===== src/rtl/lsu_pkg.sv =====
// Shared LSU definitions: state encoding, byte-lane mask and alignment helpers.
// Supplies the core's `Wdt* width encodings if they are not already defined.
`ifndef WdtTypeCnt
`define WdtTypeCnt 2
`define Wdt8  2'd0
`define Wdt16 2'd1
`define Wdt32 2'd2
`define Wdt64 2'd3
`endif

package lsu_pkg;

  localparam int unsigned BYTE_LANES = 8;

  typedef enum logic [1:0] {
    IDLE,
    REQ,
    WAIT,
    RESP
  } state_t;

  typedef logic [`WdtTypeCnt-1:0] wdt_t;

  function automatic logic [BYTE_LANES-1:0] base_mask(input wdt_t wdt);
    logic [BYTE_LANES-1:0] m;
    case (wdt)
      `Wdt8:   m = 8'h01;
      `Wdt16:  m = 8'h03;
      `Wdt32:  m = 8'h0f;
      default: m = 8'hff;
    endcase
    return m;
  endfunction

  function automatic logic misaligned(input wdt_t wdt, input logic [2:0] offset);
    logic bad;
    case (wdt)
      `Wdt16:  bad = offset[0];
      `Wdt32:  bad = |offset[1:0];
      `Wdt64:  bad = |offset;
      default: bad = 1'b0;
    endcase
    return bad;
  endfunction

endpackage


===== src/rtl/lsu_align.sv =====
// Combinational lane steering: store data shift and byte mask, load shift and
// sign/zero extension to the full data width.
module lsu_align
  import lsu_pkg::*;
#(
  parameter int unsigned DATA_W = 64
) (
  input  logic [2:0]            offset,
  input  wdt_t                  wdt,
  input  logic                  is_unsigned,
  input  logic [DATA_W-1:0]     st_data,
  output logic [DATA_W-1:0]     st_shifted,
  output logic [BYTE_LANES-1:0] st_mask,
  input  logic [DATA_W-1:0]     ld_raw,
  output logic [DATA_W-1:0]     ld_data
);

  logic [5:0]        bit_shift;
  logic [DATA_W-1:0] ld_shifted;

  assign bit_shift = {offset, 3'b000};

  always_comb begin
    st_shifted = st_data << bit_shift;
    st_mask    = base_mask(wdt) << offset;
    ld_shifted = ld_raw >> bit_shift;
    ld_data    = ld_shifted;
    case (wdt)
      `Wdt8:   ld_data = {{(DATA_W-8){~is_unsigned & ld_shifted[7]}}, ld_shifted[7:0]};
      `Wdt16:  ld_data = {{(DATA_W-16){~is_unsigned & ld_shifted[15]}}, ld_shifted[15:0]};
      `Wdt32:  ld_data = {{(DATA_W-32){~is_unsigned & ld_shifted[31]}}, ld_shifted[31:0]};
      default: ld_data = ld_shifted;
    endcase
  end

endmodule


===== src/rtl/lsu_master.sv =====
// Single-outstanding load/store initiator between the core and data memory.
// Optional watchdog in REQ/WAIT is built only when LSU_TIMEOUT_EN is defined.
module lsu_master
  import lsu_pkg::*;
#(
  parameter int unsigned ADDR_W         = 64,
  parameter int unsigned DATA_W         = 64,
  parameter int unsigned TIMEOUT_CYCLES = 255
) (
  input  logic                  clk,
  input  logic                  rst_n,
  input  logic                  req_valid,
  output logic                  req_ready,
  input  logic                  req_wen,
  input  logic [ADDR_W-1:0]     req_addr,
  input  logic [DATA_W-1:0]     req_wdata,
  input  logic [`WdtTypeCnt-1:0] req_wdt,
  input  logic                  req_unsigned,
  output logic                  resp_valid,
  output logic [DATA_W-1:0]     resp_rdata,
  output logic                  resp_misalign,
  output logic                  resp_timeout,
  output logic                  mem_req_valid,
  input  logic                  mem_req_ready,
  output logic                  mem_req_wen,
  output logic [ADDR_W-1:0]     mem_req_addr,
  output logic [DATA_W-1:0]     mem_req_wdata,
  output logic [BYTE_LANES-1:0] mem_req_wmask,
  input  logic                  mem_resp_valid,
  input  logic [DATA_W-1:0]     mem_resp_rdata
);

  state_t            state_q, state_d;
  logic              wen_q, unsigned_q, misalign_q, timeout_q;
  logic [ADDR_W-1:0] addr_q;
  logic [DATA_W-1:0] wdata_q, rdata_q;
  wdt_t              wdt_q;
  logic              accept, capture_rdata, timeout_hit;
  logic              in_req, in_resp;
  logic [DATA_W-1:0] st_shifted, ld_data;
  logic [BYTE_LANES-1:0] st_mask;

`ifdef LSU_TIMEOUT_EN
  localparam int unsigned CNT_W =
    ($clog2(TIMEOUT_CYCLES + 1) > 8) ? $clog2(TIMEOUT_CYCLES + 1) : 8;
  localparam logic [CNT_W-1:0] CNT_LAST =
    CNT_W'((TIMEOUT_CYCLES > 0) ? TIMEOUT_CYCLES - 1 : 0);

  logic [CNT_W-1:0] cnt_q;
  logic             timeout_fire;

  // Counter value k is visible in the k-th cycle after REQ entry; firing on
  // CNT_LAST makes RESP land exactly TIMEOUT_CYCLES cycles after entry.
  assign timeout_hit  = (cnt_q >= CNT_LAST);
  assign timeout_fire = timeout_hit &&
                        ((state_q == REQ && !mem_req_ready) ||
                         (state_q == WAIT && !mem_resp_valid));

  always_ff @(posedge clk or negedge rst_n) begin
    if (!rst_n) begin
      cnt_q     <= '0;
      timeout_q <= 1'b0;
    end else begin
      if (accept) begin
        cnt_q <= '0;
      end else if (state_q == REQ || state_q == WAIT) begin
        cnt_q <= cnt_q + CNT_W'(1);
      end
      if (accept) begin
        timeout_q <= 1'b0;
      end else if (timeout_fire) begin
        timeout_q <= 1'b1;
      end
    end
  end
`else
  assign timeout_hit = 1'b0;
  assign timeout_q   = 1'b0;
`endif

  always_ff @(posedge clk or negedge rst_n) begin
    if (!rst_n) begin
      state_q    <= IDLE;
      wen_q      <= 1'b0;
      unsigned_q <= 1'b0;
      misalign_q <= 1'b0;
      addr_q     <= '0;
      wdata_q    <= '0;
      wdt_q      <= '0;
      rdata_q    <= '0;
    end else begin
      state_q <= state_d;
      if (accept) begin
        wen_q      <= req_wen;
        unsigned_q <= req_unsigned;
        misalign_q <= misaligned(req_wdt, req_addr[2:0]);
        addr_q     <= req_addr;
        wdata_q    <= req_wdata;
        wdt_q      <= req_wdt;
      end
      if (capture_rdata) begin
        rdata_q <= mem_resp_rdata;
      end
    end
  end

  always_comb begin
    state_d       = state_q;
    accept        = 1'b0;
    capture_rdata = 1'b0;
    req_ready     = 1'b0;
    mem_req_valid = 1'b0;
    resp_valid    = 1'b0;
    case (state_q)
      IDLE: begin
        req_ready = 1'b1;
        if (req_valid) begin
          accept  = 1'b1;
          state_d = misaligned(req_wdt, req_addr[2:0]) ? RESP : REQ;
        end
      end
      REQ: begin
        mem_req_valid = 1'b1;
        if (mem_req_ready) begin
          state_d = WAIT;
        end else if (timeout_hit) begin
          state_d = RESP;
        end
      end
      WAIT: begin
        if (mem_resp_valid) begin
          capture_rdata = 1'b1;
          state_d       = RESP;
        end else if (timeout_hit) begin
          state_d = RESP;
        end
      end
      RESP: begin
        resp_valid = 1'b1;
        state_d    = IDLE;
      end
      default: state_d = IDLE;
    endcase
  end

  lsu_align #(
    .DATA_W(DATA_W)
  ) u_align (
    .offset      (addr_q[2:0]),
    .wdt         (wdt_q),
    .is_unsigned (unsigned_q),
    .st_data     (wdata_q),
    .st_shifted  (st_shifted),
    .st_mask     (st_mask),
    .ld_raw      (rdata_q),
    .ld_data     (ld_data)
  );

  assign in_req  = (state_q == REQ);
  assign in_resp = (state_q == RESP);

  assign mem_req_wen   = in_req & wen_q;
  assign mem_req_addr  = in_req ? {addr_q[ADDR_W-1:3], 3'b000} : '0;
  assign mem_req_wdata = in_req ? st_shifted : '0;
  assign mem_req_wmask = (in_req & wen_q) ? st_mask : '0;

  assign resp_misalign = in_resp & misalign_q;
  assign resp_timeout  = in_resp & timeout_q;
  assign resp_rdata    = (in_resp & ~wen_q & ~misalign_q & ~timeout_q) ? ld_data : '0;

endmodule


===== config.mk =====
export PLATFORM = sky130hd
export DESIGN_NAME = lsu_master
export DESIGN_NICKNAME = d
export VERILOG_FILES = /design/src/rtl/lsu_pkg.sv /design/src/rtl/lsu_align.sv /design/src/rtl/lsu_master.sv
export SDC_FILE = /design/constraint.sdc
export NUM_CORES = 1
export LEC_CHECK = 0
export ABC_AREA = 1
export CAP_MARGIN = 15
export CORE_MARGIN = 4
export CORE_UTILIZATION = 30
export DETAILED_ROUTE_END_ITERATION = 16
export HOLD_SLACK_MARGIN = 0.1
export PLACE_DENSITY_LB_ADDON = 0.2
export SYNTH_ARGS = -nofsm -noshare
export SYNTH_HDL_FRONTEND = slang
export SYNTH_HIERARCHICAL = 1
export SYNTH_SLANG_ARGS = --single-unit

===== constraint.sdc =====
create_clock -name clk -period 2.3 [get_ports clk]
set_input_delay 0.69 -clock clk [delete_from_list [all_inputs] [get_ports clk]]
set_output_delay 0.69 -clock clk [all_outputs]
set_load 0.01 [all_outputs]

==> results by group <==
Final layout
  • Share of post-route cells with drive strength above 1: 40.5%
  • Layout area overhead: 64.1%
  • Commonest non-fill, non-tap cell in the layout: nand2_1
  • Most frequent cells in the layout: nand2_1, inv_1, clkdlybuf4s50_1
  • NumNets Final: 2500

GRT
  • Largest net degree at the start of global routing: 65
  • First-pass GRT wire length: 82.4 mm
  • Total gr overflow: 0
  • Total GRT Usage: 22.8%
  • Number of antenna violations at the first check in global routing: 9
  • Vias in the first global route: 13800

Power and ir drop
  • PD cells: 1570 nW/um^2
  • Leakage: 11.3 nW
  • Worst vdd ir: 681 uV
  • Cell Int Power: 18.6 mW
  • Clock group share of total power: 9.2%
  • Sw Share: 45.4%
  • Switching pwr: 15.5 mW
  • Comb pwr share: 70.2%
  • Sequential power share: 20.7%

Routing
  • Initial drt markers: 980
  • Routed Antenna Nets: 0
  • WL final: 58.0 mm
  • Drt first pass iters: 7
  • Vias per cell: 4.77
  • # DRC: 0
  • Vias: 13800
  • Wire per inst: 20.0 um

Floorplan
  • Rows: 76
  • Die span in x: 218 um
  • Die span in y: 218 um
  • Num ports: 407
  • Core Area: 43400 sq um
  • Initial Util: 30.5%
  • Die area: 47500 sq um

Timing
  • Setup tns final: -111.31 ns
  • Slew @ Worst Pin: 0.562 ns
  • Final worst path period share: 137%
  • Unrepaired setup endpoints after global routing: true
  • Hold slack: 0.145 ns
  • Final worst-path setup slack: -0.840 ns
  • Rel. slew slack: 62.5%
  • Final setup vio count: 199
  • Final Hold Fails: 0
  • Post-Route Skew: 0.0119 ns
  • FMAX: 318 MHz
  • Minimum clock period: 3.14 ns
  • Slew Limit Fails: 0

Setup path
  • Worst EP required: 1.61 ns
  • Crit path max-delay cell type: dfrtp_4
  • Crit end category: output pin
  • CP Class: reg2out
  • CP bufs+invs: 7
  • Critical Path AT: 2.45 ns
  • CP Launch Type: flip-flop
  • Largest delay contributor family on the critical path: buffers and inverters
  • Crit-path max cell delay: 0.52 ns
  • Cell Chain, Critical Path: buf_12 -> buf_12 -> nand2_2 -> nand2_2 -> nand2_2 -> nand3_2 -> buf_6 -> nand4_1 -> buf_6 -> buf_12 -> nand4_1 -> inv_1 -> nor2_1 -> buf_2
  • Largest fanout on the critical path: 8

Clock network
  • CTS tree: yes
  • Clk_lat worst skew: 0.50 ns
  • CTS clock-pin slew for the worst setup and hold paths: 0.08 ns
  • CTS sink cnt: 199
  • # H-tree levels: 4
  • CTS Root Cell: clkbuf_16
  • Inserted Clock Buffers: 17
  • Deepest clock path buffer count: 2

Synth
  • #FFs+latches synth: 199
  • Syn avg cell area: 7.77 sq um
  • Post-synthesis cell count: 1704
  • Number of distinct library cells after synthesis: 31
  • Sequential fraction of the synthesis area: 37.6%
  • YS warnings: 6
  • Synth Cell Area: 13200 sq um

Placed design
  • Final Wtd Congestion: 0.935
  • Post-DP HPWL: 42.1 mm
  • Port Buffer Count: 402

Run status
  • Status: complete, but fails checks
  • Violated checks: negative setup slack

Min path
  • Classification of the worst-slack hold path: in2async

Flow run
  • Total of max-cap violations: 0
==> registers in the layout, indices dropped and copies added (netlist names) <==
signal	flops
addr_q	64
misalign_q	1
rdata_q	64
state_q	2
unsigned_q	1
wdata_q	64
wdt_q	2
wen_q	1
==> power groups by stage <==
| stage | registers [mW] | clock network, mW | logic [mW] |
|---|---|---|---|
| 4_1_cts | 6.86 | 3.26 | 20.9 |
| 6_report | 7.05 | 3.13 | 23.9 |
| 2_1_floorplan | 6.20 | 0 | 10.8 |
| 3_3_place_gp | 6.79 | 0 | 19.0 |
| 5_1_grt | 7.26 | 3.36 | 25.8 |
| 3_5_place_dp | 6.83 | 0 | 19.1 |
==> worst paths after layout <==
path	endpoint	cells past startpoint	start	slack [ns]
max	resp_rdata[55]	14	addr_q[0]	-0.84
min in group clk	addr_q[34]	1	addr_q[34]	0.50
min reg2reg	addr_q[34]	1	addr_q[34]	0.50
min	wdata_q[22]	1	rst_n	0.15
max in group asynchronous	wdata_q[46]	2	rst_n	1.46
max reg2reg	state_q[1]	12	state_q[0]	0.36
==> per-stage QoR <==
step / cells / utilization (%) / area (sq um) / setup slack (ns) / power (mW)
5_1_grt: 2891 / 50.1 / 21700 / -0.958 / 36.4
3_5_place_dp: 2750 / 44.3 / 19200 / -0.929 / 25.9
4_1_cts: 2808 / 46.9 / 20300 / -0.940 / 31.0
6_report: 2894 / 50.1 / 21700 / -0.840 / 34.1
2_1_floorplan: 1707 / - / 13200 / 0.0332 / 17.0
3_3_place_gp: 2750 / 44.3 / 19200 / -0.940 / 25.8
==> metal layers <==
layer	routed length (um)	share of wire, %	GRT usage (%)	up-vias
met3	4180	7.2	7.26	81
met1	22800	39	26.6	6657
met2	29600	51	40.2	464
li1	-	-	-	6599
met5	81	0.14	0	-
met4	1350	2.3	6.24	12
==> Yosys cell counts (all sizes together) <==
cell    count  area share, %
o21ai     123            4.7
mux2i      22            1.7
ha          5           0.47
dfrtp     199             38
inv       251            7.1
clkinv      3          0.085
nand3      85            3.3
mux2      195             18
nand2     468             13
a21oi      18           0.68
o31ai       4           0.23
nor2      126            3.7
conb        1          0.028
nand4      33            1.6
buf        84            4.1
or2        11           0.52
o22ai      11           0.52
o211ai     28            1.6
clkbuf     37            1.0
==> cell type report <==
type                       count  area (sq um)
timing repair inverter         1          8.76
clock buffer                  17           425
clock inverter                14           160
antenna                        3          7.51
inverter                     254           987
sequential                   199          4990
tap                          585           732
fill                        4228         21600
timing repair buffer         688          6720
multi-input combinational   1133          7690
==> kinds of logic (layout without fill, tap and decap cells) <==
| kind of cell | after synthesis | in the layout | share of synthesized area [%] |
|---|---|---|---|
| adder cells (fa/ha/maj) | 5 | 5 | 0.473 |
| buffers and inverters | 375 | 974 | 12.4 |
| AND/OR/NAND/NOR | 723 | 723 | 22.4 |
| flip-flops | 199 | 199 | 37.6 |
| multiplexers | 217 | 217 | 19.4 |
| AO/OA/AOI/OAI | 184 | 184 | 7.67 |
| other | 1 | 7 | 0.0283 |
==> timing repair <==
item | 4_1_cts | 5_1_grt
cloned | 4 | 22
pin swaps | 66 | 90
buffers inserted | 26 | 64
hold buffers | 0 | 0
endpoints found under the setup margin | 202 | 202
gates resized for setup | 589 | 524
(Power assumes the default switching activity.)
